[config.mk]
export PLATFORM = sky130hd
export DESIGN_NAME = reset_sequencer
export DESIGN_NICKNAME = d
export VERILOG_FILES = /design/src/rtl/reset_seq_pkg.sv /design/src/rtl/sync_2ff.sv /design/src/rtl/reset_sequencer.sv
export SDC_FILE = /design/constraint.sdc
export NUM_CORES = 1
export LEC_CHECK = 0
export CAP_MARGIN = 15
export CORE_ASPECT_RATIO = 1.4
export CORE_UTILIZATION = 30
export CTS_BUF_LIST = sky130_fd_sc_hd__clkbuf_16
export DETAILED_ROUTE_END_ITERATION = 8
export PLACE_DENSITY = 0.48
export SYNTH_ARGS = -nofsm -noshare
export SYNTH_HDL_FRONTEND = slang
export SYNTH_SLANG_ARGS = --single-unit
[constraint.sdc]
create_clock -name clk -period 5 [get_ports clk]
set_input_delay 1 -clock clk [delete_from_list [all_inputs] [get_ports clk]]
set_output_delay 1 -clock clk [all_outputs]
set_load 0.02 [all_outputs]
[src/rtl/reset_seq_pkg.sv]
// Shared definitions for the reset sequencer: FSM state encoding, default parameters and
// counter sizing helpers.
package reset_seq_pkg;

  localparam int unsigned DefNStages      = 3;
  localparam int unsigned DefStableCycles = 16;
  localparam int unsigned DefStageGap     = 8;
  localparam int unsigned DefDoneTimeout  = 1024;

  typedef logic [2:0] state_t;

  localparam state_t StWaitLock = 3'd0;
  localparam state_t StStable   = 3'd1;
  localparam state_t StRelease  = 3'd2;
  localparam state_t StWaitDone = 3'd3;
  localparam state_t StGap      = 3'd4;
  localparam state_t StRun      = 3'd5;
  localparam state_t StFault    = 3'd6;

  function automatic int unsigned max3(input int unsigned a, input int unsigned b,
                                       input int unsigned c);
    int unsigned m;
    m = (a > b) ? a : b;
    return (m > c) ? m : c;
  endfunction

  // One spare bit above the largest limit so a saturated counter never aliases a limit.
  function automatic int unsigned cnt_width(input int unsigned a, input int unsigned b,
                                            input int unsigned c);
    return $clog2(max3(a, b, c)) + 1;
  endfunction

endpackage

[src/rtl/sync_2ff.sv]
// Two-flop synchronizer for level signals crossing into the clk_i domain.
module sync_2ff
  import reset_seq_pkg::*;
#(
  parameter int unsigned Width = 1
) (
  input  logic             clk_i,
  input  logic             rst_ni,
  input  logic [Width-1:0] d_i,
  output logic [Width-1:0] q_o
);

  logic [Width-1:0] meta_q;
  logic [Width-1:0] sync_q;

  always_ff @(posedge clk_i) begin
    if (!rst_ni) begin
      meta_q <= '0;
      sync_q <= '0;
    end else begin
      meta_q <= d_i;
      sync_q <= meta_q;
    end
  end

  assign q_o = sync_q;

endmodule

[src/rtl/reset_sequencer.sv]
// Releases per-domain resets one at a time, in index order, once the clock lock has been
// stable; flags a sticky fault if a domain never reports init_done.
module reset_sequencer
  import reset_seq_pkg::*;
#(
  parameter int unsigned N_STAGES      = DefNStages,
  parameter int unsigned STABLE_CYCLES = DefStableCycles,
  parameter int unsigned STAGE_GAP     = DefStageGap,
  parameter int unsigned DONE_TIMEOUT  = DefDoneTimeout
) (
  input  logic                clk,
  input  logic                rst_n,
  input  logic                locked,
  input  logic [N_STAGES-1:0] init_done,
  output logic [N_STAGES-1:0] stage_reset,
  output logic                all_ready,
  output logic                fault,
  output logic [2:0]          fault_stage
);

  localparam int unsigned CntW = cnt_width(STABLE_CYCLES, STAGE_GAP, DONE_TIMEOUT);

  typedef logic [CntW-1:0] cnt_t;

  localparam cnt_t       StableLast  = cnt_t'(STABLE_CYCLES - 1);
  localparam cnt_t       GapLast     = cnt_t'(STAGE_GAP - 1);
  localparam cnt_t       TimeoutLast = cnt_t'(DONE_TIMEOUT - 1);
  localparam logic [2:0] LastStage   = 3'(N_STAGES - 1);

  function automatic cnt_t sat_inc(input cnt_t c);
    return (&c) ? c : c + 1'b1;
  endfunction

  logic                lock_s;
  logic [7:0]          done_pad;
  state_t              state_q, state_d;
  cnt_t                cnt_q, cnt_d;
  logic [2:0]          k_q, k_d;
  logic [N_STAGES-1:0] stage_reset_q, stage_reset_d;
  logic                all_ready_q, all_ready_d;
  logic                fault_q, fault_d;
  logic [2:0]          fault_stage_q, fault_stage_d;

  sync_2ff #(
    .Width (1)
  ) u_lock_sync (
    .clk_i  (clk),
    .rst_ni (rst_n),
    .d_i    (locked),
    .q_o    (lock_s)
  );

  // Padding lets k index init_done without an out-of-range select for small N_STAGES.
  assign done_pad = 8'(init_done);

  always_comb begin
    state_d       = state_q;
    cnt_d         = cnt_q;
    k_d           = k_q;
    stage_reset_d = stage_reset_q;
    all_ready_d   = all_ready_q;
    fault_d       = fault_q;
    fault_stage_d = fault_stage_q;

    if (state_q != StFault && !lock_s) begin
      state_d       = StWaitLock;
      cnt_d         = '0;
      k_d           = '0;
      stage_reset_d = '1;
      all_ready_d   = 1'b0;
    end else begin
      case (state_q)
        StWaitLock: begin
          stage_reset_d = '1;
          all_ready_d   = 1'b0;
          cnt_d         = '0;
          state_d       = StStable;
        end
        StStable: begin
          if (cnt_q >= StableLast) begin
            cnt_d   = '0;
            k_d     = '0;
            state_d = StRelease;
          end else begin
            cnt_d = sat_inc(cnt_q);
          end
        end
        StRelease: begin
          for (int unsigned i = 0; i < N_STAGES; i++) begin
            if (3'(i) == k_q) stage_reset_d[i] = 1'b0;
          end
          cnt_d   = '0;
          state_d = StWaitDone;
        end
        StWaitDone: begin
          // A done arriving on the timeout cycle still counts as done.
          if (done_pad[k_q]) begin
            cnt_d = '0;
            if (k_q >= LastStage) begin
              all_ready_d = 1'b1;
              state_d     = StRun;
            end else begin
              k_d     = k_q + 3'd1;
              state_d = (STAGE_GAP == 0) ? StRelease : StGap;
            end
          end else if (cnt_q >= TimeoutLast) begin
            fault_d       = 1'b1;
            fault_stage_d = k_q;
            for (int unsigned i = 0; i < N_STAGES; i++) begin
              if (3'(i) >= k_q) stage_reset_d[i] = 1'b1;
            end
            state_d = StFault;
          end else begin
            cnt_d = sat_inc(cnt_q);
          end
        end
        StGap: begin
          if (cnt_q >= GapLast) begin
            cnt_d   = '0;
            state_d = StRelease;
          end else begin
            cnt_d = sat_inc(cnt_q);
          end
        end
        StRun: begin
          all_ready_d = 1'b1;
        end
        StFault: begin
          // Sticky until rst_n; lock changes are deliberately ignored here.
        end
        default: begin
          state_d       = StWaitLock;
          cnt_d         = '0;
          k_d           = '0;
          stage_reset_d = '1;
          all_ready_d   = 1'b0;
        end
      endcase
    end
  end

  always_ff @(posedge clk) begin
    if (!rst_n) begin
      state_q       <= StWaitLock;
      cnt_q         <= '0;
      k_q           <= '0;
      stage_reset_q <= '1;
      all_ready_q   <= 1'b0;
      fault_q       <= 1'b0;
      fault_stage_q <= '0;
    end else begin
      state_q       <= state_d;
      cnt_q         <= cnt_d;
      k_q           <= k_d;
      stage_reset_q <= stage_reset_d;
      all_ready_q   <= all_ready_d;
      fault_q       <= fault_d;
      fault_stage_q <= fault_stage_d;
    end
  end

  assign stage_reset = stage_reset_q;
  assign all_ready   = all_ready_q;
  assign fault       = fault_q;
  assign fault_stage = fault_stage_q;

endmodule

==> results of run 1 <==
## routing by layer
| metal | wire length (um) | part of all wire, % |
|---|---|---|
| met2 | 2037 | 53 |
| met3 | 68 | 1.8 |
| met1 | 1678 | 44 |
| met5 | 0 | 0 |
| met4 | 42 | 1.1 |
## synthesized netlist by cell type, types with 2 or more instances
cell	n
a21oi_1	12
or2_2	2
nor2b_1	6
buf_4	3
nand4_1	3
and2_1	3
nor2_1	13
and3b_1	2
nor3_2	2
a211oi_1	2
inv_1	7
o21ai_0	9
o21ai_1	2
o21bai_1	2
a21o_1	2
nand2_1	12
a31oi_1	2
mux2i_1	3
and3_1	4
dfxtp_1	27
nand3_1	6
and4_1	2
clkbuf_1	3
xor2_1	3
nor3_1	6
xnor2_1	3
o211ai_1	7
o2111ai_1	3
a221o_1	3
ha_1	4
## through the flow
stage	util (%)	instance area [um2]
2_1_floorplan	-	1635
3_3_place_gp	34.59	1798
3_5_place_dp	34.59	1798
4_1_cts	36.18	1881
5_1_grt	36.18	1881
6_report	36.18	1881
## layout make-up
type,instances,share of cell area [%]
sequential,27,28.74
timing repair buffer,13,6.920
inverter,7,1.397
tap,66,4.391
multi-input combinational,142,54.16
clock buffer,3,3.992
clock inverter,1,0.3992
## power by group through the flow
stage | logic (mW) | registers [mW] | clock network (mW)
CTS | 0.0131 | 0.217 | 0.192
global route | 0.0142 | 0.217 | 0.201
global placement | 0.0129 | 0.222 | 0
detailed placement | 0.0131 | 0.222 | 0
finish | 0.0131 | 0.217 | 0.189
floorplan | 0.00731 | 0.221 | 0
## worst max-delay path by stage
stage | slack [ns] | to | from
2_1_floorplan | 2.83 | stage_reset[0] | init_done[0]
4_1_cts | 2.22 | cnt_q[3] | init_done[2]
6_report | 2.21 | cnt_q[3] | init_done[2]
3_3_place_gp | 2.03 | cnt_q[7] | init_done[0]
5_1_grt | 2.03 | cnt_q[3] | init_done[2]
3_5_place_dp | 1.94 | cnt_q[3] | init_done[2]
## state kept, by name, indices dropped and copies added, names as in the netlist
signal              flops
cnt_q                  11
fault_stage             3
k_q                     3
stage_reset             3
state_q                 3
all_ready               1
fault                   1
u_lock_sync.meta_q      1
u_lock_sync.q_o         1
## cell families (layout without fill, tap and decap cells)
| group | after synthesis | after routing | share of synthesized area [%] |
|---|---|---|---|
| AO/OA/AOI/OAI | 58 | 58 | 27.77 |
| XOR/XNOR | 6 | 6 | 3.214 |
| adder cells (fa/ha/maj) | 4 | 4 | 3.061 |
| buffers and inverters | 15 | 24 | 4.667 |
| flip-flops | 27 | 27 | 33.05 |
| multiplexers | 4 | 4 | 2.678 |
| AND/OR/NAND/NOR | 70 | 70 | 25.56 |
## critical path, stage by stage
cell and delay, ns:
clkdlybuf4s50_1 0.48, mux2i_2 0.11, o31ai_4 0.35, nor2_1 0.08, o21ai_1 0.76, nor2b_1 0.12
## cells in the final DEF, fill, tap and decap left out, types with 2 or more instances in the layout
| cell type | Yosys | final |
|---|---|---|
| a211oi_1 | 2 | 2 |
| a21o_1 | 2 | 2 |
| a21oi_1 | 12 | 12 |
| a221o_1 | 3 | 3 |
| a31oi_1 | 2 | 2 |
| and2_1 | 3 | 3 |
| and3_1 | 4 | 4 |
| and3b_1 | 2 | 2 |
| and4_1 | 2 | 2 |
| clkbuf_16 | 0 | 3 |
| clkdlybuf4s50_1 | 0 | 13 |
| dfxtp_1 | 27 | 27 |
| ha_1 | 4 | 4 |
| inv_1 | 7 | 7 |
| mux2i_1 | 3 | 3 |
| nand2_1 | 12 | 12 |
| nand3_1 | 6 | 6 |
| nand4_1 | 3 | 3 |
| nor2_1 | 13 | 13 |
| nor2b_1 | 6 | 6 |
| nor3_1 | 6 | 6 |
| nor3_2 | 2 | 2 |
| o2111ai_1 | 3 | 3 |
| o211ai_1 | 7 | 7 |
| o21ai_0 | 9 | 9 |
| o21ai_1 | 2 | 2 |
| o21bai_1 | 2 | 2 |
| or2_2 | 2 | 2 |
| xnor2_1 | 3 | 3 |
| xor2_1 | 3 | 3 |
==> out/results.ini, run 1 <==
[drt]
via_per_inst = 5.382
initialDrtViolationCount = 58
wire_per_inst_um = 14.78
route.vias.total = 1394
ant_nets = 0
drtPass1Iterations = 4
wirelength_mm = 3.827
detail_route.drc_violations = 0

[final_layout]
syn2layout_area_growth_pct = 15.00
num_antenna_cells = 0
layout-drive-gt1-share_pct = 10.88
multi_input_comb_area_um2 = 1018
fillers = 577
fin_nets = 204
fin_cells = 259
seqCellArea_um2 = 540.5

[power]
finalPower_mw = 0.4194
p_comb_share_pct = 3.1
switchingPower_mw = 0.08774
power.leakage_nw = 0.6079
swShare_pct = 20.92
vdd_drop_max_mv = 0.1278
pwr-share-seq_pct = 51.8
power.density_nw_per_um2 = 223.0
pwr-share-clk_pct = 45.1
p_int_mw = 0.3316

[die]
core_um2 = 5197
io_pins = 14
core.rowCount = 31
die_width_um = 64.40
die_y_um = 89.36
fp.dieArea_um2 = 5754
start_util_pct = 31.46

[timing]
final_min_period_over_clock_period_pct = 55.87
slew_headroom_pct = 36.20
final_hold_viol_count = 0
setup_viol = 0
fin_skew_ns = 0.002476
rsz0062_at_grt = false
worstMarginPinSlew_ns = 0.9506
fin_crit_ns = 2.794
fin_ws_ns = 2.206
final_max_slew_viol_count = 0
fmax_mhz = 358.0
timing.setup.tns_ns = 0
fin_hold_ws_ns = 0.4385

[yosys]
synth_flop_cell = dfxtp_1
ys_seq_area_share_pct = 33.05
netlist-cell-type-count = 56
syn_area_um2 = 1635
synth-edff-count = 0
syn_area_per_cell_um2 = 8.888
yosysTopAreaCellShare_pct = 33.05
synth_area_leader_cell = dfxtp_1
syn-instance-count = 184
ys_ff_latch = 27
syn-num-nets = 194
ys_warn_count = 0
synth_area_leaders = dfxtp_1 (33%), a21oi_1 (3.7%), o211ai_1 (3.2%)
postSynth.asyncResetShare_pct = 0

[clocking]
cts_resized = 0
ctsHoldBuffers = 0
cts_tree = yes
cts_max_path_buffers = 2
numCtsBuffers = 3
clk_latency_ns = 0.26
path_clk_slew_ns = 0.07
cts_root_buf = clkbuf_16
post_cts.repair.setup_buffers = 0
clock-sinks = 27
htreeDepth = 1

[worst_hold_path]
hp-start = u_lock_sync.meta_q
hold_end = u_lock_sync.q_o
min_path_type = register to register
min_path_cells = 1

[critical_path]
cp.arrival_ns = 2.91
r2r-end = cnt_q[8]
rr_worst_depth = 5
rrSetupSlack_ns = 2.67
critPathKind = input port to register
worst_r2r_startpoint = state_q[2]
crit_fanout = 11
critPathCaptureType = register
required_ns = 5.11
start_kind = input port

[global_routing]
grt_pass1_wl_mm = 6.672
grt_usage_pct = 14.71
grt_antenna_before_repair = 0
overflow = 0
grtUsageMet2_pct = 28.33
grt_pass1_vias = 1413
grt_max_degree = 19
use_met3_pct = 2.168
grt-busiest-layer = met2
grt.met1_usage_pct = 16.44

[run_status]
status = completed

[job]
drv_cap = 0

[place]
dp_slack_ns = 1.935
gp_congestion = 0.7814
place_inst = 255
dp_hpwl_mm = 2.884
port_buffers = 13

(Power assumes the default switching activity.)
==> run 2: changes to the inputs <==
PLACE_DENSITY = 0.5   (was 0.48)
clock period = 2.5 ns   (was 5 ns; I/O delays follow)
==> run 2 against run 1 <==
First-iteration DRC count grew 8.6%. Register-to-register slack lost 2.2 ns. Via count grew 0.29%. Combinational power grew 120%. Hold slack gained 0.0012 ns. Setup slack lost 1.7 ns. Clock skew grew 0.0028 ns. Power grew 100%. Sequential power grew 100%. Sequential share of layout area shrank 0.89 points. Routed wire length shrank 3.0%. Global-route usage shrank 0.30 points.
==> out/results.ini, run 2 (synthesis gave the netlist of run 1 again) <==
[drt]
wire_per_inst_um = 13.90  ; was 14.78 um
via_per_inst = 5.236  ; was 5.382
detail_route.drc_violations = 0  ; unchanged
wirelength_mm = 3.712  ; was 3.827 mm
initialDrtViolationCount = 63  ; was 58
route.vias.total = 1398  ; was 1394
ant_nets = 0  ; unchanged
drtPass1Iterations = 4  ; unchanged

[timing]
rsz0062_at_grt = false  ; unchanged
final_hold_viol_count = 0  ; unchanged
fmax_mhz = 495.5
worstMarginPinSlew_ns = 0.6029  ; was 0.9506 ns
fin_crit_ns = 2.018
slew_headroom_pct = 59.57  ; was 36.20%
fin_skew_ns = 0.005237  ; was 0.002476 ns
final_min_period_over_clock_period_pct = 80.73
timing.setup.tns_ns = 0  ; unchanged
final_max_slew_viol_count = 0  ; unchanged
setup_viol = 0  ; unchanged

[global_routing]
grt_pass1_wl_mm = 6.548  ; was 6.672 mm
grt_max_degree = 17  ; was 19
overflow = 0  ; unchanged
grt_antenna_before_repair = 0  ; unchanged
grt_pass1_vias = 1416  ; was 1413
grt_usage_pct = 14.41  ; was 14.71%

[clocking]
cts_max_path_buffers = 2  ; unchanged
cts_root_buf = clkbuf_16  ; unchanged
cts_tree = yes  ; unchanged
ctsHoldBuffers = 0  ; unchanged
htreeDepth = 1  ; unchanged
clock-sinks = 27  ; unchanged
cts_resized = 0  ; unchanged
post_cts.repair.setup_buffers = 0  ; unchanged
numCtsBuffers = 3  ; unchanged
clk_latency_ns = 0.27  ; was 0.26 ns
path_clk_slew_ns = 0.07  ; about the same

[critical_path]
rrSetupSlack_ns = 0.48  ; was 2.67 ns
cp.arrival_ns = 2.21  ; was 2.91 ns
crit_path_top_delay_cell = o41a_4  ; was o21ai_1
crit_path_end = cnt_q[7]  ; was cnt_q[3]
r2r-end = cnt_q[7]  ; was cnt_q[8]
slowest_delay_ns = 0.58  ; was 0.76 ns
startpoint = cnt_q[0]  ; was init_done[2]
critPathKind = register to register  ; was input port to register
rr_worst_depth = 6  ; was 5
crit_fanout = 9  ; was 11
start_kind = register  ; was input port
critPathCaptureType = register  ; unchanged
required_ns = 2.69  ; was 5.11 ns
worst_r2r_startpoint = cnt_q[0]  ; was state_q[2]
path_cells = ha_1 > a21oi_2 > o41a_4 > o21a_4 > and4_1 > nor3_2  ; was clkdlybuf4s50_1 > mux2i_2 > o31ai_4 > nor2_1 > o21ai_1 > nor2b_1

[job]
drv_cap = 0  ; unchanged

[final_layout]
largest_reg_flops = 11  ; unchanged
final_cell_mix = dfxtp_1 (27), nor2_1 (13), clkdlybuf4s50_1 (13), nand2_1 (12), a21oi_1 (12)  ; unchanged
num_antenna_cells = 0  ; unchanged
top_register = cnt_q  ; unchanged
fin_nets = 212  ; was 204
syn2layout_area_growth_pct = 18.67  ; was 15.00%
final_common_cell = dfxtp_1  ; unchanged
layout-drive-gt1-share_pct = 14.43  ; was 10.88%

[place]
gp_congestion = 0.7736  ; was 0.7814
dp_hpwl_mm = 2.764  ; was 2.884 mm
port_buffers = 13  ; unchanged

[run_status]
status = completed  ; unchanged

[power]
power.leakage_nw = 0.6494  ; was 0.6079 nW
finalPower_mw = 0.8431  ; was 0.4194 mW
power.density_nw_per_um2 = 434.5  ; was 223.0 nW/um2
vdd_drop_max_mv = 0.2188  ; was 0.1278 mV

[die]
start_util_pct = 31.46  ; unchanged
core.rowCount = 31  ; unchanged
die_width_um = 64.40  ; unchanged
fp.dieArea_um2 = 5754  ; unchanged
io_pins = 14  ; unchanged
die_y_um = 89.36  ; unchanged
core_um2 = 5197  ; unchanged

[worst_hold_path]
min_path_type = register to register  ; unchanged
hp-start = u_lock_sync.meta_q  ; unchanged

[run 2: worst min path at each step]
| stage | end | cells after the start |
|---|---|---|
| final | u_lock_sync.q_o | 1 |
| after global routing | u_lock_sync.q_o | 1 |
| after CTS | u_lock_sync.q_o | 1 |
| after detailed placement | u_lock_sync.q_o | 1 |
| after global placement | u_lock_sync.q_o | 1 |
| after floorplan | u_lock_sync.q_o | 1 |
[run 2: metrics by stage]
stage / util, % / std cells / instance area (um2) / worst slack [ns] / hold slack (ns)
after global routing: 37.34 / 267 / 1941 / 0.3617 / 0.4467
after floorplan: - / 184 / 1635 / 0.6831 / 0.4118
after global placement: 35.75 / 263 / 1858 / 0.2994 / 0.4137
after CTS: 37.34 / 267 / 1941 / 0.4737 / 0.4447
final: 37.34 / 267 / 1941 / 0.4818 / 0.4398
after detailed placement: 35.75 / 263 / 1858 / 0.2651 / 0.4256
[run 2: critical path, delay by kind of cell (launching register included)]
kind	cells	cell delay (ns)
flip-flops	1	0.44
AO/OA/AOI/OAI	3	0.92
AND/OR/NAND/NOR	2	0.34
adder cells (fa/ha/maj)	1	0.24
[run 2: layout make-up]
class / count / area [um2]
Fill cell: 565 / 3257
Multi-Input combinational cell: 142 / 1018
Sequential cell: 27 / 540.5
Timing Repair Buffer: 21 / 190.2
Tap cell: 66 / 82.58
Clock buffer: 3 / 75.07
Inverter: 7 / 26.28
Clock inverter: 1 / 7.507
[run 2: where the power goes]
| part | total, mW | internal (mW) | switching (mW) | leakage, nW |
|---|---|---|---|---|
| Clock | 0.381 | 0.218 | 0.163 | 0.0371 |
| Sequential | 0.434 | 0.432 | 0.00222 | 0.218 |
| Combinational | 0.0286 | 0.0158 | 0.0127 | 0.394 |
| Total | 0.843 | 0.665 | 0.178 | 0.649 |
[run 2: routing by layer]
metal  track usage (%)  vias to the layer above  routed length [um]
met4             4.848                        0                  46
met3             1.913                        4                  65
met5                 0                        -                   0
li1                  -                      726                   -
met1             17.41                      650                1713
met2             26.12                       18                1887
